<file path="src/rtl/serial_pkg.sv">
// rtl/serial_pkg.sv - shared state type and default parameters for the serial receiver
package serial_pkg;

    localparam int DEF_WIDTH       = 8;
    localparam int DEF_SYNC_STAGES = 2;

    typedef enum logic {
        IDLE  = 1'b0,
        SHIFT = 1'b1
    } state_t;

endpackage

</file>
<file path="src/rtl/sync_edge.sv">
// rtl/sync_edge.sv - multi-flop synchronizer with rise/fall detection on the synchronized copy
module sync_edge #(
    parameter int   STAGES    = 2,
    parameter logic RESET_VAL = 1'b0
) (
    input  logic clk,
    input  logic rst_n,
    input  logic i_async,
    output logic o_sync,
    output logic o_rise,
    output logic o_fall
);

    logic [STAGES-1:0] r_sync;
    logic              r_prev;

    always_ff @(posedge clk) begin
        if (!rst_n) begin
            r_sync <= {STAGES{RESET_VAL}};
            r_prev <= RESET_VAL;
        end else begin
            r_sync <= {r_sync[STAGES-2:0], i_async};
            r_prev <= r_sync[STAGES-1];
        end
    end

    assign o_sync = r_sync[STAGES-1];
    assign o_rise = r_sync[STAGES-1] & ~r_prev;
    assign o_fall = ~r_sync[STAGES-1] & r_prev;

endmodule

</file>
<file path="src/rtl/serial_receiver.sv">
// rtl/serial_receiver.sv - framed MSB-first serial receiver with overrun and frame-error reporting
module serial_receiver
    import serial_pkg::*;
#(
    parameter int WIDTH       = DEF_WIDTH,
    parameter int SYNC_STAGES = DEF_SYNC_STAGES
) (
    input  logic             clk,
    input  logic             rst_n,
    input  logic             sclk,
    input  logic             cs_n,
    input  logic             sdi,
    output logic [WIDTH-1:0] rx_data,
    output logic             rx_valid,
    input  logic             rx_ack,
    output logic             rx_overrun,
    output logic             rx_frame_err
);

    localparam int               CNT_W       = $clog2(WIDTH);
    localparam logic [CNT_W-1:0] LAST_BIT    = CNT_W'(WIDTH - 1);
    localparam logic [1:0]       SETTLE_INIT = 2'(SYNC_STAGES);

    logic w_sclk_s, w_sclk_rise, w_sclk_fall;
    logic w_cs_n_s, w_cs_rise, w_cs_fall;
    logic w_sdi_s, w_sdi_rise, w_sdi_fall;
    logic w_unused;

    sync_edge #(.STAGES(SYNC_STAGES), .RESET_VAL(1'b0)) u_sync_sclk (
        .clk(clk), .rst_n(rst_n), .i_async(sclk),
        .o_sync(w_sclk_s), .o_rise(w_sclk_rise), .o_fall(w_sclk_fall)
    );

    sync_edge #(.STAGES(SYNC_STAGES), .RESET_VAL(1'b1)) u_sync_cs_n (
        .clk(clk), .rst_n(rst_n), .i_async(cs_n),
        .o_sync(w_cs_n_s), .o_rise(w_cs_rise), .o_fall(w_cs_fall)
    );

    sync_edge #(.STAGES(SYNC_STAGES), .RESET_VAL(1'b0)) u_sync_sdi (
        .clk(clk), .rst_n(rst_n), .i_async(sdi),
        .o_sync(w_sdi_s), .o_rise(w_sdi_rise), .o_fall(w_sdi_fall)
    );

    assign w_unused = ^{w_sclk_s, w_sclk_fall, w_cs_rise, w_cs_fall, w_sdi_rise, w_sdi_fall};

    state_t           r_state;
    state_t           w_state_nxt;
    logic [CNT_W-1:0] r_cnt;
    logic [WIDTH-1:0] r_shift;
    logic [WIDTH-1:0] r_rx_data;
    logic             r_rx_valid;
    logic             r_overrun;
    logic             r_frame_err;
    logic [1:0]       r_settle;
    logic             r_armed;
    logic             w_shift_en;
    logic             w_word_done;
    logic             w_frame_err;
    logic [WIDTH-1:0] w_shift_nxt;

    // Right after reset the synchronizers still hold their reset idle levels; cs_n
    // must be seen genuinely high before a frame may start, so a mid-word reset
    // cannot resume the old word.
    always_ff @(posedge clk) begin
        if (!rst_n) begin
            r_settle <= SETTLE_INIT;
            r_armed  <= 1'b0;
        end else begin
            if (r_settle != 2'd0) begin
                r_settle <= r_settle - 2'd1;
            end
            if (r_settle == 2'd0 && w_cs_n_s) begin
                r_armed <= 1'b1;
            end
        end
    end

    always_ff @(posedge clk) begin
        if (!rst_n) begin
            r_state <= IDLE;
        end else begin
            r_state <= w_state_nxt;
        end
    end

    always_comb begin
        w_state_nxt = r_state;
        w_shift_en  = 1'b0;
        w_frame_err = 1'b0;
        case (r_state)
            IDLE: begin
                if (r_armed && !w_cs_n_s) begin
                    w_state_nxt = SHIFT;
                end
            end
            SHIFT: begin
                if (w_cs_n_s) begin
                    w_state_nxt = IDLE;
                    w_frame_err = (r_cnt != '0);
                end else if (w_sclk_rise) begin
                    w_shift_en = 1'b1;
                end
            end
            default: w_state_nxt = IDLE;
        endcase
    end

    assign w_shift_nxt = {r_shift[WIDTH-2:0], w_sdi_s};
    assign w_word_done = w_shift_en && (r_cnt == LAST_BIT);

    always_ff @(posedge clk) begin
        if (!rst_n) begin
            r_cnt       <= '0;
            r_shift     <= '0;
            r_rx_data   <= '0;
            r_rx_valid  <= 1'b0;
            r_overrun   <= 1'b0;
            r_frame_err <= 1'b0;
        end else begin
            r_overrun   <= 1'b0;
            r_frame_err <= w_frame_err;

            if (r_state == IDLE) begin
                r_cnt   <= '0;
                r_shift <= '0;
            end else if (w_shift_en) begin
                r_shift <= w_shift_nxt;
                r_cnt   <= w_word_done ? '0 : r_cnt + CNT_W'(1);
            end

            // A completing word always wins over a same-cycle ack, so the consumer
            // never loses the fresh word; only an unacked old word counts as overrun.
            if (w_word_done) begin
                r_rx_data  <= w_shift_nxt;
                r_rx_valid <= 1'b1;
                r_overrun  <= r_rx_valid && !rx_ack;
            end else if (r_rx_valid && rx_ack) begin
                r_rx_valid <= 1'b0;
            end
        end
    end

    assign rx_data      = r_rx_data;
    assign rx_valid     = r_rx_valid;
    assign rx_overrun   = r_overrun;
    assign rx_frame_err = r_frame_err;

endmodule
</file>
<file path="config.mk">
export PLATFORM = sky130hd
export DESIGN_NAME = serial_receiver
export DESIGN_NICKNAME = d
export VERILOG_FILES = /design/src/rtl/serial_pkg.sv /design/src/rtl/sync_edge.sv /design/src/rtl/serial_receiver.sv
export SDC_FILE = /design/constraint.sdc
export NUM_CORES = 1
export LEC_CHECK = 0
export ABC_AREA = 1
export CAP_MARGIN = 20
export CORE_ASPECT_RATIO = 0.5
export CORE_MARGIN = 5
export CORE_UTILIZATION = 40
export CTS_CLUSTER_DIAMETER = 200
export DETAILED_ROUTE_END_ITERATION = 10
export PLACE_DENSITY = 0.66
export RECOVER_POWER = 50
export SETUP_SLACK_MARGIN = 0.4
export SYNTH_ARGS = -nofsm -noshare
export SYNTH_HDL_FRONTEND = slang
export SYNTH_SLANG_ARGS = --single-unit
</file>
<file path="constraint.sdc">
create_clock -name clk -period 2.5 [get_ports clk]
set_input_delay 0.5 -clock clk [delete_from_list [all_inputs] [get_ports clk]]
set_output_delay 0.5 -clock clk [all_outputs]
set_load 0.005 [all_outputs]
</file>
==> reports/qor.csv, run 1 <==
metric,value,unit
I/O Buffers,16,
final setup TNS,0,ns
worst min-delay path class,reg -> reg,
"Clk pin slew, worst setup/hold paths",0.06,ns
Max stage delay on crit path,0.48,ns
M2 GR Usage,15.78,%
# resized after CTS,0,
Crit Path Class,reg -> reg,
FF+latch area,640.6,um2
Crit. End Element,register,
main combinational cell family by area after synthesis,simple AND/OR/NAND/NOR gates,
area of the multi-input gates,470.5,um2
ANT nets after route,0,
synthesized area,1281,um2
Hold WS,0.4118,ns
CTS hold repair buffers,0,
"most used cell, CP",ha_1,
WP data arrival,1.98,ns
vias,976,
Max Cap Viol,0,
I/O Pins,17,
# Post-CTS Setup Buffers,0,
synth unique cells,24,
vias in the first global route,843,
CP Launch Type,register,
CTS root buffer,clkbuf_8,
global-route wire length before repair,3.767,mm
switching pwr,242.1,uW
Die Ht,50.02,um
layout cells sized above 1,15.08,%
gr usage total,10.91,%
first drt pass iteration count,4,
Pwr per Cell Area,671.8,nW/um2
Post-route DRC,0,
Final GP Congestion,0.7501,
DR iter-0 viols,73,
met1 usage,12.55,%
Synth Instances,159,
Sw Ratio,23.43,%
yosys warns,0,
syn avg cell area,8.058,um2
sequential fraction of the synthesis area,50.00,%
Clock Skew,0.005279,ns
DP HPWL,1.556,mm
H-Tree Depth,2,
Comb pwr share,7.4,%
GR peak layer,met2,
#FFs+latches synth,32,
status,"finished, final reports clean",
largest cells by area after synthesis,"dfxtp_1 (50%), nor2_1 (7.3%), inv_1 (7.0%), nand2_1 (5.6%), o21ai_1 (4.3%)",
biggest area consumer among synthesized cells,dfxtp_1,
largest net degree at the start of global routing,13,
initial antenna violation count,0,
CP Max Fanout,11,
# rows,14,
Synth top area share,50.00,%
core area,3030,um2
Int Pwr,791.0,uW
Worst slew margin,63.45,%
Layout fillers,317,
buffer and inverter count on the worst path,0,
crit path cell chain,ha_1 -> ha_1 -> nand3_1 -> o21ai_0,
Die ar.,4504,um2
CTS tree,yes,
Flop pwr share,53.2,%
Chip Width,90.04,um
final slew viol count,0,
Synth Net Count,169,
grt ovf,0,
compound-cell area share of the yosys netlist,6.055,%
Max VDD drop,0.0005073,V
required time worst endpoint,2.69,ns
Post-Synth XOR/XNOR Area,0.6836,%
Pleak,0.0006420,uW
Total Power,1033,uW
final setup fails,0,
period utilization,71.28,%
TritonCTS Buffers,5,
Via density,4.457,
routed len/inst,9.945,um
Achievable Freq,561.2,MHz
post-synthesis mux area share,0,%
worst skew pair latency,0.28,ns
Least-Margin Pin Slew,0.5467,ns
Sink Count,32,
Clock power frac,39.4,%
Final Hold Vio Count,0,
nets,188,
DRT Wirelength,2.178,mm
area grow syn2layout,20.02,%
RSZ-0062 raised after global routing,no,
Synth Area in Adders,3.906,%
Final Critical Period,1.782,ns
maximum buffer depth of the clock tree,2,
grt met3 use,4.711,%
Ant. Diodes,0,
simple-gate share of the synthesized area,27.05,%
slowest stage cell on the critical path,nand3_1,
Starting Density,42.28,%
CP top delay family,adder cells,
synth_stat cells:
| cell type | n |
|---|---|
| inv_2 | 5 |
| buf_4 | 1 |
| nor2_2 | 5 |
| nor3_1 | 1 |
| nor2_1 | 25 |
| a21oi_1 | 2 |
| o21ai_1 | 11 |
| nand2_1 | 19 |
| dfxtp_1 | 32 |
| inv_1 | 24 |
| nand3b_1 | 1 |
| ha_1 | 4 |
| xor2_1 | 1 |
| nor2_4 | 1 |
| nand3_1 | 3 |
| nand2_2 | 5 |
| a211oi_1 | 1 |
| nand3_4 | 1 |
| buf_2 | 3 |
| buf_6 | 2 |
| nand4_1 | 8 |
| clkinv_1 | 1 |
| or2_2 | 2 |
| o21ai_0 | 1 |
power by group through the flow:
stage / Sequential, uW / Combinational [uW] / Clock [uW]
floorplan: 558 / 58.8 / 0
global placement: 560 / 75.0 / 0
detailed placement: 561 / 78.9 / 0
CTS: 549 / 79.6 / 418
global route: 554 / 88.9 / 441
finish: 550 / 76.1 / 407
stage by stage:
stage	cell area, um2	instances	worst slack [ns]	utilization (%)
3_3_place_gp	1461	211	0.7514	48.22
6_report	1538	219	0.7181	50.74
4_1_cts	1554	219	0.8707	51.28
2_1_floorplan	1281	159	1.226	-
3_5_place_dp	1461	211	0.7399	48.22
5_1_grt	1538	219	0.4862	50.74
area by class of cell:
type                    count  area share (%)
clock buffers               6           5.370
clock inverters             2          0.6509
inverters                  30           7.323
multi-input cells          91           30.59
flip-flops and latches     32           41.66
well taps                  40           3.255
repair buffers             18           11.15
kinds of logic (layout without fill, tap and decap cells):
logic type / after synthesis / in the layout
flops: 32 / 32
fa+ha+maj: 4 / 4
simple gates: 71 / 71
buf+inv: 36 / 56
compound gates: 15 / 15
xor+xnor: 1 / 1
path summary, 6_finish.rpt:
check / cells after the start / end / slack, ns / startpoint
max: 4 / rx_valid / 0.72 / r_cnt[0]
min: 1 / u_sync_cs_n.r_sync[1] / 0.41 / u_sync_cs_n.r_sync[0]
max reg2reg: 4 / rx_valid / 0.72 / r_cnt[0]
min reg2reg: 1 / u_sync_cs_n.r_sync[1] / 0.41 / u_sync_cs_n.r_sync[0]
state kept, by name, summed over array words and instances (netlist names), 2 cells and up:
name	flops
u_sync_cs_n.r_sync	2
r_settle	2
u_sync_sclk.r_sync	2
r_cnt	3
u_sync_sdi.r_sync	2
rx_data	8
r_shift	7
metal layers:
metal | vias up | wire (um)
met5 | - | 0
met4 | 0 | 70
met2 | 14 | 952
met3 | 6 | 85
met1 | 432 | 1070
li1 | 524 | -
placed cells by master, fill, tap and decap left out, types with 5 or more instances in the layout:
cell / n
clkbuf_8: 6
clkdlybuf4s50_1: 15
dfxtp_1: 32
inv_1: 24
inv_2: 5
nand2_1: 19
nand2_2: 5
nand4_1: 8
nor2_1: 25
nor2_2: 5
o21ai_0: 8
No activity file was read; power rests on OpenSTA's default activity.
==> inputs of run 2 (changes only) <==
- clock period: 2.5 -> 1.8 ns (I/O delays scaled with it)
==> run 2 against run 1 <==
- sequential power increased by 39%
- wire length rose by 3.5%
- critical endpoint is now r_shift[3]
- critical path type is now in -> reg
- largest power group unchanged
- via count is 0.61% lower
- first-iteration DRC count is 30% higher
- die area is the same
- worst setup slack worse by 0.26 ns
- sequential cell count unchanged
==> reports/qor.csv, run 2 (synthesis results as in run 1) <==
metric,value,unit
status,"finished, final reports clean",
grt ovf,0,
Die Ht,50.02,um
DRT Wirelength,2.255,mm
core area,3030,um2
Pleak,0.0006912,uW
Final Hold Vio Count,0,
Max VDD drop,0.0006331,V
Ant. Diodes,0,
most frequent cells in the layout,"dfxtp_1 (32), nor2_1 (25), inv_1 (24)",
# Post-CTS Setup Buffers,0,
maximum buffer depth of the clock tree,2,
Starting Density,42.28,%
Layout fillers,308,
TritonCTS Buffers,5,
CP Launch Type,input pin,
CTS hold repair buffers,0,
I/O Buffers,16,
Die ar.,4504,um2
Placed Cells,211,
initial antenna violation count,0,
Crit Path Class,in -> reg,
final core occ,51.49,%
Pwr per Cell Area,912.5,nW/um2
Sink Count,32,
Hold WS,0.4095,ns
Max Cap Viol,0,
required time worst endpoint,1.97,ns
Via density,4.409,
nets,189,
WP data arrival,1.51,ns
DP HPWL,1.513,mm
Chip Width,90.04,um
Final Critical Period,1.338,ns
RSZ-0062 raised after global routing,no,
final setup fails,0,
Crit. End Element,register,
"most common cell after layout, fill and taps aside",dfxtp_1,
worst skew pair latency,0.28,ns
"Clk pin slew, worst setup/hold paths",0.06,ns
Clock Skew,0.004098,ns
# rows,14,
global-route wire length before repair,3.884,mm
vias in the first global route,878,
layout cells sized above 1,16.11,%
worst min-delay path class,reg -> reg,
CP Max Fanout,10,
CTS tree,yes,
Worst slew margin,68.35,%
area grow syn2layout,21.78,%
ANT nets after route,0,
largest net degree at the start of global routing,16,
I/O Pins,17,
gr usage total,11.13,%
Layout Cells excl Fill,220,
Final GP Congestion,0.7254,
Total Power,1424,uW
number of flip-flops in the largest register,8,
first drt pass iteration count,4,
final setup TNS,0,ns
final slew viol count,0,
routed len/inst,10.25,um
vias,970,
Post-route DRC,0,
period utilization,74.34,%
DR iter-0 viols,95,
Achievable Freq,747.4,MHz
CTS root buffer,clkbuf_8,
H-Tree Depth,2,
Least-Margin Pin Slew,0.4743,ns
[run 2: cell types whose count changed in the layout (fill, tap and decap cells not counted), moves of 2 or more]
cell / previous run / this run
dlygate4sd2_1: 0 / 11
clkinv_2: 2 / 0
o21ai_1: 4 / 10
o21ai_0: 8 / 2
clkdlybuf4s50_1: 15 / 4
[run 2: power breakdown]
group,switching [uW],leakage (uW),internal (uW)
clock network,241,0.0000455,311
registers,19.7,0.000260,744
logic,56.2,0.000386,50.7
total,317,0.000691,1110
[run 2: routing by layer]
metal / vias up / global-route usage (%) / share of wire [%]
met4: 0 / 5.941 / 1.2
met2: 19 / 16.26 / 43
met5: - / 0 / 0
met1: 420 / 13.25 / 51
met3: 5 / 5.775 / 5.0
li1: 526 / - / -
[run 2: through the flow]
| step | worst slack (ns) | instance area, um2 |
|---|---|---|
| after floorplan | 0.5262 | 1281 |
| after global placement | 0.3280 | 1461 |
| after detailed placement | 0.2997 | 1461 |
| after CTS | 0.4615 | 1540 |
| after global routing | 0.4179 | 1560 |
| final | 0.4620 | 1560 |
[run 2: final cells by class]
type / instances / area, um2 / area share (%)
Sequential cell: 32 / 640.6 / 41.06
Inverter: 30 / 112.6 / 7.217
Tap cell: 40 / 50.05 / 3.208
Clock buffer: 8 / 90.09 / 5.774
Timing Repair Buffer: 18 / 161.4 / 10.34
Multi-Input combinational cell: 92 / 505.5 / 32.40
[run 2: final timing paths]
check	start	end	slack, ns	cells past startpoint
min reg2reg	u_sync_sclk.r_sync[0]	u_sync_sclk.r_sync[1]	0.41	2
min	u_sync_sclk.r_sync[0]	u_sync_sclk.r_sync[1]	0.41	2
max reg2reg	r_cnt[0]	r_cnt[0]	0.52	6
max	rst_n	r_shift[3]	0.46	5
[run 2: repair_timing]
| action | in CTS | in global routing |
|---|---|---|
| pin swaps | 0 | 1 |
| gates resized for setup | 12 | 1 |
| cloned | 0 | 1 |
| setup endpoints to repair | 21 | 9 |
| endpoints found under the hold margin | 0 | 0 |
[run 2: worst max-delay path, cell delays in order]
cell and delay (ns):
dlygate4sd3_1 0.61, nand2_1 0.11, clkinv_1 0.22, o21ai_0 0.16
nor2_1 0.05
